## src/rtl/fetch_unit.sv

```systemverilog
// Instruction fetch stage: keeps the fetch PC, reads imem over req/ack,
// buffers 16-bit words in a small FIFO and hands them to the decoder.
//
// Ports:
//   clk, rst            clock, synchronous active-high reset
//   fetch_en            gate for issuing new memory requests
//   imem_req/addr       registered read request and word address
//   imem_ack/rdata      memory response (only honoured while imem_req=1)
//   redirect_valid/pc   flush buffer and in-flight fetch, refetch at pc
//   instr/instr_pc      buffer head (NOP 16'hB800 / pc 0 when empty)
//   instr_valid         buffer head valid
//   dec_ready           decoder consumes head this cycle
module fetch_unit #(
  parameter int                ADDR_W    = 16,
  parameter logic [ADDR_W-1:0] RESET_PC  = '0,
  parameter int                BUF_DEPTH = 2
) (
  input  logic              clk,
  input  logic              rst,
  input  logic              fetch_en,
  output logic              imem_req,
  output logic [ADDR_W-1:0] imem_addr,
  input  logic              imem_ack,
  input  logic [15:0]       imem_rdata,
  input  logic              redirect_valid,
  input  logic [ADDR_W-1:0] redirect_pc,
  output logic [15:0]       instr,
  output logic [ADDR_W-1:0] instr_pc,
  output logic              instr_valid,
  input  logic              dec_ready
);

  localparam int PW = (BUF_DEPTH > 1) ? $clog2(BUF_DEPTH) : 1;
  localparam int CW = PW + 1;
  localparam logic [15:0] NOP = 16'hB800;

  typedef enum logic {
    S_FETCH,
    S_DROP
  } state_t;

  state_t            r_state;
  logic [ADDR_W-1:0] r_fetch_pc;
  logic              r_req;
  logic [ADDR_W-1:0] r_addr;
  logic [PW-1:0]     r_rd;
  logic [PW-1:0]     r_wr;
  logic [CW-1:0]     r_count;

  logic [15:0]       r_buf_data [BUF_DEPTH];
  logic [ADDR_W-1:0] r_buf_pc   [BUF_DEPTH];

  logic              w_ack;
  logic              w_valid;
  logic              w_pop;
  logic              w_push;
  logic [CW-1:0]     w_count_nxt;
  logic              w_room;
  logic [ADDR_W-1:0] w_pc_inc;

  always_comb begin
    w_ack       = r_req & imem_ack;
    w_valid     = (r_count != '0);
    w_pop       = w_valid & dec_ready;
    w_push      = w_ack & (r_state == S_FETCH) & ~redirect_valid;
    w_count_nxt = r_count + CW'(w_push) - CW'(w_pop);
    // Room is judged on the post-edge occupancy so a zero-wait memory
    // can keep one request per cycle in flight while the decoder drains.
    w_room      = (w_count_nxt < CW'(BUF_DEPTH));
    w_pc_inc    = r_addr + ADDR_W'(1);
  end

  always_ff @(posedge clk) begin
    if (rst) begin
      r_state    <= S_FETCH;
      r_fetch_pc <= RESET_PC;
      r_req      <= 1'b0;
      r_addr     <= RESET_PC;
      r_rd       <= '0;
      r_wr       <= '0;
      r_count    <= '0;
    end else if (redirect_valid) begin
      r_rd       <= '0;
      r_wr       <= '0;
      r_count    <= '0;
      r_fetch_pc <= redirect_pc;
      // An unanswered request cannot be withdrawn: keep it on the bus
      // and throw its data away when it finally returns.
      if (r_req && !imem_ack) begin
        r_state <= S_DROP;
      end else begin
        r_state <= S_FETCH;
        r_req   <= fetch_en;
        r_addr  <= redirect_pc;
      end
    end else if (r_state == S_DROP) begin
      if (w_ack) begin
        r_state <= S_FETCH;
        r_req   <= fetch_en;
        r_addr  <= r_fetch_pc;
      end
    end else begin
      if (w_push) r_wr <= r_wr + PW'(1);
      if (w_pop)  r_rd <= r_rd + PW'(1);
      r_count <= w_count_nxt;
      if (w_ack) r_fetch_pc <= w_pc_inc;
      // req/addr are frozen while a request waits for its ack.
      if (!r_req || imem_ack) begin
        r_req  <= fetch_en & w_room;
        r_addr <= w_ack ? w_pc_inc : r_fetch_pc;
      end
    end
  end

  always_ff @(posedge clk) begin
    if (!rst && w_push) begin
      r_buf_data[r_wr] <= imem_rdata;
      r_buf_pc[r_wr]   <= r_addr;
    end
  end

  assign imem_req    = r_req;
  assign imem_addr   = r_addr;
  assign instr_valid = w_valid;
  assign instr       = w_valid ? r_buf_data[r_rd] : NOP;
  assign instr_pc    = w_valid ? r_buf_pc[r_rd] : '0;

endmodule

```

## config.mk

```make
export PLATFORM = sky130hd
export DESIGN_NAME = fetch_unit
export DESIGN_NICKNAME = d
export VERILOG_FILES = /design/src/rtl/fetch_unit.sv
export SDC_FILE = /design/constraint.sdc
export NUM_CORES = 1
export LEC_CHECK = 0
export CORE_ASPECT_RATIO = 2
export CORE_MARGIN = 2
export CORE_UTILIZATION = 55
export DETAILED_ROUTE_END_ITERATION = 16
export PLACE_DENSITY_LB_ADDON = 0.05
export RECOVER_POWER = 100
export SLEW_MARGIN = 20
export SYNTH_ARGS = -nofsm -noshare
export SYNTH_HDL_FRONTEND = slang
export SYNTH_SLANG_ARGS = --single-unit
```

## constraint.sdc

```tcl
create_clock -name clk -period 11.41 [get_ports clk]
set_input_delay 2.8525 -clock clk [delete_from_list [all_inputs] [get_ports clk]]
set_output_delay 2.8525 -clock clk [all_outputs]
set_load 0.01 [all_outputs]
```

# Word-level counts from Yosys, hierarchy flattened

Memories as Yosys holds them, arrays and structs flattened. A register that Yosys moved wholly into a read port is not among the register bits.
Index checks and enable logic that the tools add are counted.

Register bits after elaboration: 38
Bits in latches: 0
Bits in writable memories: 64
Bits in read-only memories: 0
Input port bits: 38
Output and inout bits: 50
Logic and storage cells: 62
Memories kept: 2

Add/sub/neg operators: 5
Multipliers: 0
Divide/modulo/power cells: 0
$lt $le $gt $ge: 1
Equality and inequality tests: 3
Shift-type cells: 0
Mux-type cells: 25
Bitwise operators: 7
Reduce and logical (&&, ||, !) cells: 12

Memories:

| memory     | depth | width | rd ports | clocked after memory_dff | wr ports | line | RTL |
|---|---|---|---|---|---|---|---|
| r_buf_data | 2     | 16    | 1        | 1                        | 1        | 50   | `logic [15:0] r_buf_data [BUF_DEPTH];` |
| r_buf_pc   | 2     | 16    | 1        | 1                        | 1        | 51   | `logic [ADDR_W-1:0] r_buf_pc [BUF_DEPTH];` |

Operators with widths:

| operator              | count |
|---|---|
| $mux 16               | 10 |
| $add 16x1->16 const B | 1 |
| $mux 1                | 15 |
| $and 1x1->1           | 5 |
| $ne 2x2->1 const B    | 2 |
| $reduce_and 2->1      | 2 |
| $logic_not 1->1       | 3 |
| $ne 3x2->1 const B    | 1 |
| $reduce_and 3->1      | 1 |
| $reduce_bool 3->1     | 1 |
| $add 1x1->1 const B   | 2 |
| $add 2x1->2           | 1 |
| $logic_and 1x1->1     | 2 |
| $lt 2x2->1 const B    | 1 |
| $not 1->1             | 2 |
| $reduce_bool 2->1     | 1 |
| $reduce_or 2->1       | 1 |
| $sub 2x1->2           | 1 |
| $logic_or 1x1->1      | 1 |

# Longest topological paths before layout

Depth in word-level cells: 10
Mapped depth: 11
Mapped depth without buffers: 10

# Worst setup path before layout

No wires, ideal clock.

Kind: input port to flip-flop
Start point: input port redirect_valid
End point: memory r_buf_data[0][0], enable pin
Setup time: 502 ps
Data arrival time: 6,612 ps
Required time: 10,908 ps
Setup slack: 4,297 ps
Cell stages on the path: 4
Path buffers: 3
Path through: buf_2 buf_1 clkbuf_1 nor4_1

Cells in the longest elaborated chain, start to end: 5

Ends and longest elaborated chain:

| element                      | line | RTL |
|---|---|---|
| from (decl)                  | 25   | `input logic redirect_valid,` |
| $not 1->1                    | 65   | `w_push = w_ack & (r_state == S_FETCH) & ~redirect_valid;` |
| $and 1x1->1                  | 65   |  |
| $logic_and 1x1->1            | 116  | `if (!rst && w_push) begin` |
| $mux 1                       | 116  |  |
| $mux 1 (implied by the code) | 117  | `r_buf_data[r_wr] <= imem_rdata;` |
| to (decl)                    | 50   |  |

No other way between the ends.

# Worst setup path in the final report

Start point: input port redirect_valid
End point: register r_req, in the netlist imem_req

Cells in the longest elaborated chain, start to end: 9
Elaborated cells on any way between the ends: 13
Those cells by class: add/sub (2); order compare (1); eq/ne (2); mux (3); bitwise (3); reduce/logical (2)

Ends and longest elaborated chain:

| element              | line | RTL |
|---|---|---|
| $not 1->1            | 65   |  |
| $and 1x1->1          | 65   |  |
| $add 2x1->2          | 66   | `w_count_nxt = r_count + CW'(w_push) - CW'(w_pop);` |
| $sub 2x1->2          | 66   |  |
| $lt 2x2->1           | 69   | `w_room = (w_count_nxt < CW'(BUF_DEPTH));` |
| $and 1x1->1          | 109  | `r_req <= fetch_en & w_room;` |
| $mux 1               | 108  | `if (!r_req \|\| imem_ack) begin` |
| $mux 1               | 96   | `end else if (r_state == S_DROP) begin` |
| $mux 1               | 82   | `end else if (redirect_valid) begin` |
| to (signal assigned) | 93   | `r_req <= fetch_en;` |
| to (signal assigned) | 99   | `r_req <= fetch_en;` |
| to (signal assigned) | 109  |  |
| to (decl)            | 44   | `logic r_req;` |

Several ways; a longest one is shown, not always the timed one. The select of a mux whose other input is x is not followed.
A chain may end at the register's enable or synchronous reset.

==> flow_metrics.env <==
export IMPL_fp_dieW_um=67.3
export IMPL_clkTransAtPathRegs_ns=0.06
export IMPL_synthTopCellsByArea="edfxtp_1, dfxtp_1, mux2i_1, nor2_1, a21oi_1"
export IMPL_post_route_cell_area_um2=5610
export IMPL_wl_per_cell_um=16.4
export IMPL_synth_top_cell_area_share=0.437
export IMPL_vias_per_cell=5.73
export IMPL_finalCritPeriodShare=0.610
export IMPL_async_flop_share=0
export IMPL_clock_sinks=103
export IMPL_ys_flop_type="edfxtp_1"
export IMPL_cp_max_fo=39
export IMPL_ys_seq_area_frac=0.614
export IMPL_synthAdderAreaFrac=0.00853
export IMPL_synth_compound_area_frac=0.0861
export IMPL_first_pass_iters=4
export IMPL_r2r_start="r_count[1]"
export IMPL_setup_ws_ns=4.45
export IMPL_syn_area_um2=4400
export IMPL_post_synth_top_area_cell="edfxtp_1"
export IMPL_fin_skew_ns=0.00525
export IMPL_powerDensity_nw_per_um2=138
export IMPL_rrSetupSlack_ns=7.81
export IMPL_dp_hpwl_mm=6.00
export IMPL_setup_tns_ns=0
export IMPL_cts_resized=0
export IMPL_yosysWarnings=0
export IMPL_run_status="finished with violations"
export IMPL_core_rowCount=46
export IMPL_wl_mm=9.01
export IMPL_cts_buffer_depth=2
export IMPL_finalSetupViolations=0
export IMPL_worstHoldPathCells=0
export IMPL_place_gp_congestion=0.829
export IMPL_grt_max_degree=43
export IMPL_final_cell_mix="dlygate4sd3_1, edfxtp_1, nor2_1, mux2i_1, dfxtp_1"
export IMPL_post_cts_buffers=0
export IMPL_synth_top_family_by_area="simple AND/OR/NAND/NOR gates"
export IMPL_hold_viol_final=0
export IMPL_maxCapViolCount=3
export IMPL_max_slew_margin=-0.265
export IMPL_hold_buffers=0
export IMPL_tightest_slew_ns=1.90
export IMPL_port_buffers=87
export IMPL_synth_xor_xnor_area_share=0.0159
export IMPL_violations="capacitance limit, slew limit"
export IMPL_antenna_found_initial=0
export IMPL_rsz0062_at_grt="false"
export IMPL_placed_cell_area_um2=5350
export IMPL_final_common_cell="dlygate4sd3_1"
export IMPL_initial_core_util=0.562
export IMPL_synth_simple_area_share=0.146
export IMPL_drive_gt1_frac=0.0573
export IMPL_grt_pass1_vias=3000
export IMPL_cp_start_kind="primary input"
export IMPL_internal_power_mw=0.610
export IMPL_dp_slack_ns=5.06
export IMPL_vias=3149
export IMPL_p_leak_nw=1.99
export IMPL_synth_nets=409
export IMPL_pwr_share_comb=0.084
export IMPL_antenna_cells=0
export IMPL_ant_nets=0
export IMPL_max_freq_mhz=144
export IMPL_reg2reg_to="imem_req"
export IMPL_dieArea_um2=8780
export IMPL_min_path_type="register to register"
export IMPL_pwr_share_clk=0.372
export IMPL_sw_frac_of_total=0.213
export IMPL_cts_htree_levels=3
export IMPL_worstPathRequired_ns=11.62
export IMPL_critical_path_class="primary input to register"
export IMPL_grt_overflow=0
export IMPL_endpoint_kind="register"
export IMPL_avgSynthCellArea_um2=12.0
export IMPL_grt_pass1_wl_mm=14.4
export IMPL_io_pins=88
export IMPL_cp_arrival_ns=7.17
export IMPL_core_area_um2=7830
export IMPL_cts_tree="done"
export IMPL_syn_to_final_growth_pct=27.5
export IMPL_clock_latency_ns=0.34
export IMPL_nets=490
export IMPL_p_seq_frac=0.544
export IMPL_synth_edf_count=64
export IMPL_crit_end="imem_req"
export IMPL_final_max_slew_viol_count=104
export IMPL_numCtsBuffers=9
export IMPL_cp_startpoint="redirect_valid"
export IMPL_grt_usage=0.220
export IMPL_drc=0
export IMPL_synth_cells=368
export IMPL_ys_ff_latch=103
export IMPL_p_sw_mw=0.165
export IMPL_synth_area_mux_share=0.101
export IMPL_num_fill_cells=569
export IMPL_vdd_drop_max_uv=110
export IMPL_fin_crit_ns=6.96
export IMPL_drtIter0Drc=130
export IMPL_cts_root_buf="clkbuf_16"
export IMPL_reg2reg_depth=11
export IMPL_die_y_um=131
export IMPL_ys_types=44
-- cells by family after synthesis --
| group | Yosys count |
|---|---|
| buf+inv | 31 |
| mux | 44 |
| simple gates | 126 |
| flops | 103 |
| compound gates | 53 |
| fa+ha+maj | 3 |
| xor+xnor | 8 |
-- cell usage after synthesis, drive strengths merged, types with 5 or more instances --
library cell	number
nor2	60
nor4	9
edfxtp	64
nand2	14
o31a	5
inv	8
clkbuf	8
a21oi	18
nor3b	7
a311oi	10
and2	5
dfxtp	39
nand3	6
nor3	6
nand2b	6
mux2i	42
buf	15
-- critical path: stages --
cell           delay (ns)
dlygate4sd3_1        0.53
clkbuf_1             0.68
nor4bb_1             1.24
inv_1                0.40
ha_1                 0.40
inv_1                0.04
ha_1                 0.18
xnor2_1              0.24
xor2_1               0.10
o311ai_0             0.37
a21oi_1              0.12
-- through the flow --
step	power, mW	std cells	hold WS (ns)	utilization
3_3_place_gp	0.495	534	0.526	0.684
4_1_cts	0.786	550	0.536	0.720
6_report	0.775	550	0.534	0.717
5_1_grt	0.803	550	0.552	0.717
2_1_floorplan	0.461	368	0.520	-
3_5_place_dp	0.499	534	0.526	0.684
-- cell type report --
type | instances | area [um^2] | share of cell area
clock buffers | 12 | 236 | 0.0421
well taps | 96 | 120 | 0.0214
clock inverters | 4 | 46.3 | 0.00825
inverters | 8 | 30.0 | 0.00535
repair buffers | 93 | 897 | 0.160
multi-input cells | 234 | 1580 | 0.281
flip-flops and latches | 103 | 2700 | 0.482
-- worst min-delay path by stage --
stage	startpoint	end	slack, ns
2_1_floorplan	r_rd	register	0.52
6_report	imem_addr[15]	r_buf_pc[1][15]	0.53
3_5_place_dp	imem_addr[15]	r_buf_pc[1][15]	0.53
3_3_place_gp	imem_addr[15]	r_buf_pc[0][15]	0.53
5_1_grt	imem_addr[15]	r_buf_pc[1][15]	0.55
4_1_cts	imem_addr[15]	r_buf_pc[1][15]	0.54
-- power groups by stage --
stage	Sequential, mW	Clock (mW)	Combinational (mW)
floorplan	0.427	0	0.0332
global placement	0.429	0	0.0666
detailed placement	0.430	0	0.0692
CTS	0.422	0.295	0.0696
global route	0.423	0.308	0.0715
finish	0.422	0.289	0.0650
-- flip-flops by register name, summed over array words and instances, names as in the netlist, named ones only --
| register | count |
|---|---|
| r_buf_data | 32 |
| r_buf_pc | 32 |
| imem_addr | 16 |
| r_fetch_pc | 16 |
| r_count | 2 |
| imem_req | 1 |
| r_rd | 1 |
| r_state | 1 |
| r_wr | 1 |
-- routing by layer --
layer	part of all wire	vias up	global-route usage
li1	-	1509	-
met1	0.39	1531	0.269
met2	0.54	96	0.368
met3	0.049	13	0.0394
met4	0.018	0	0.109
met5	0	-	0
Note: power is estimated with default switching activity, not from simulation.
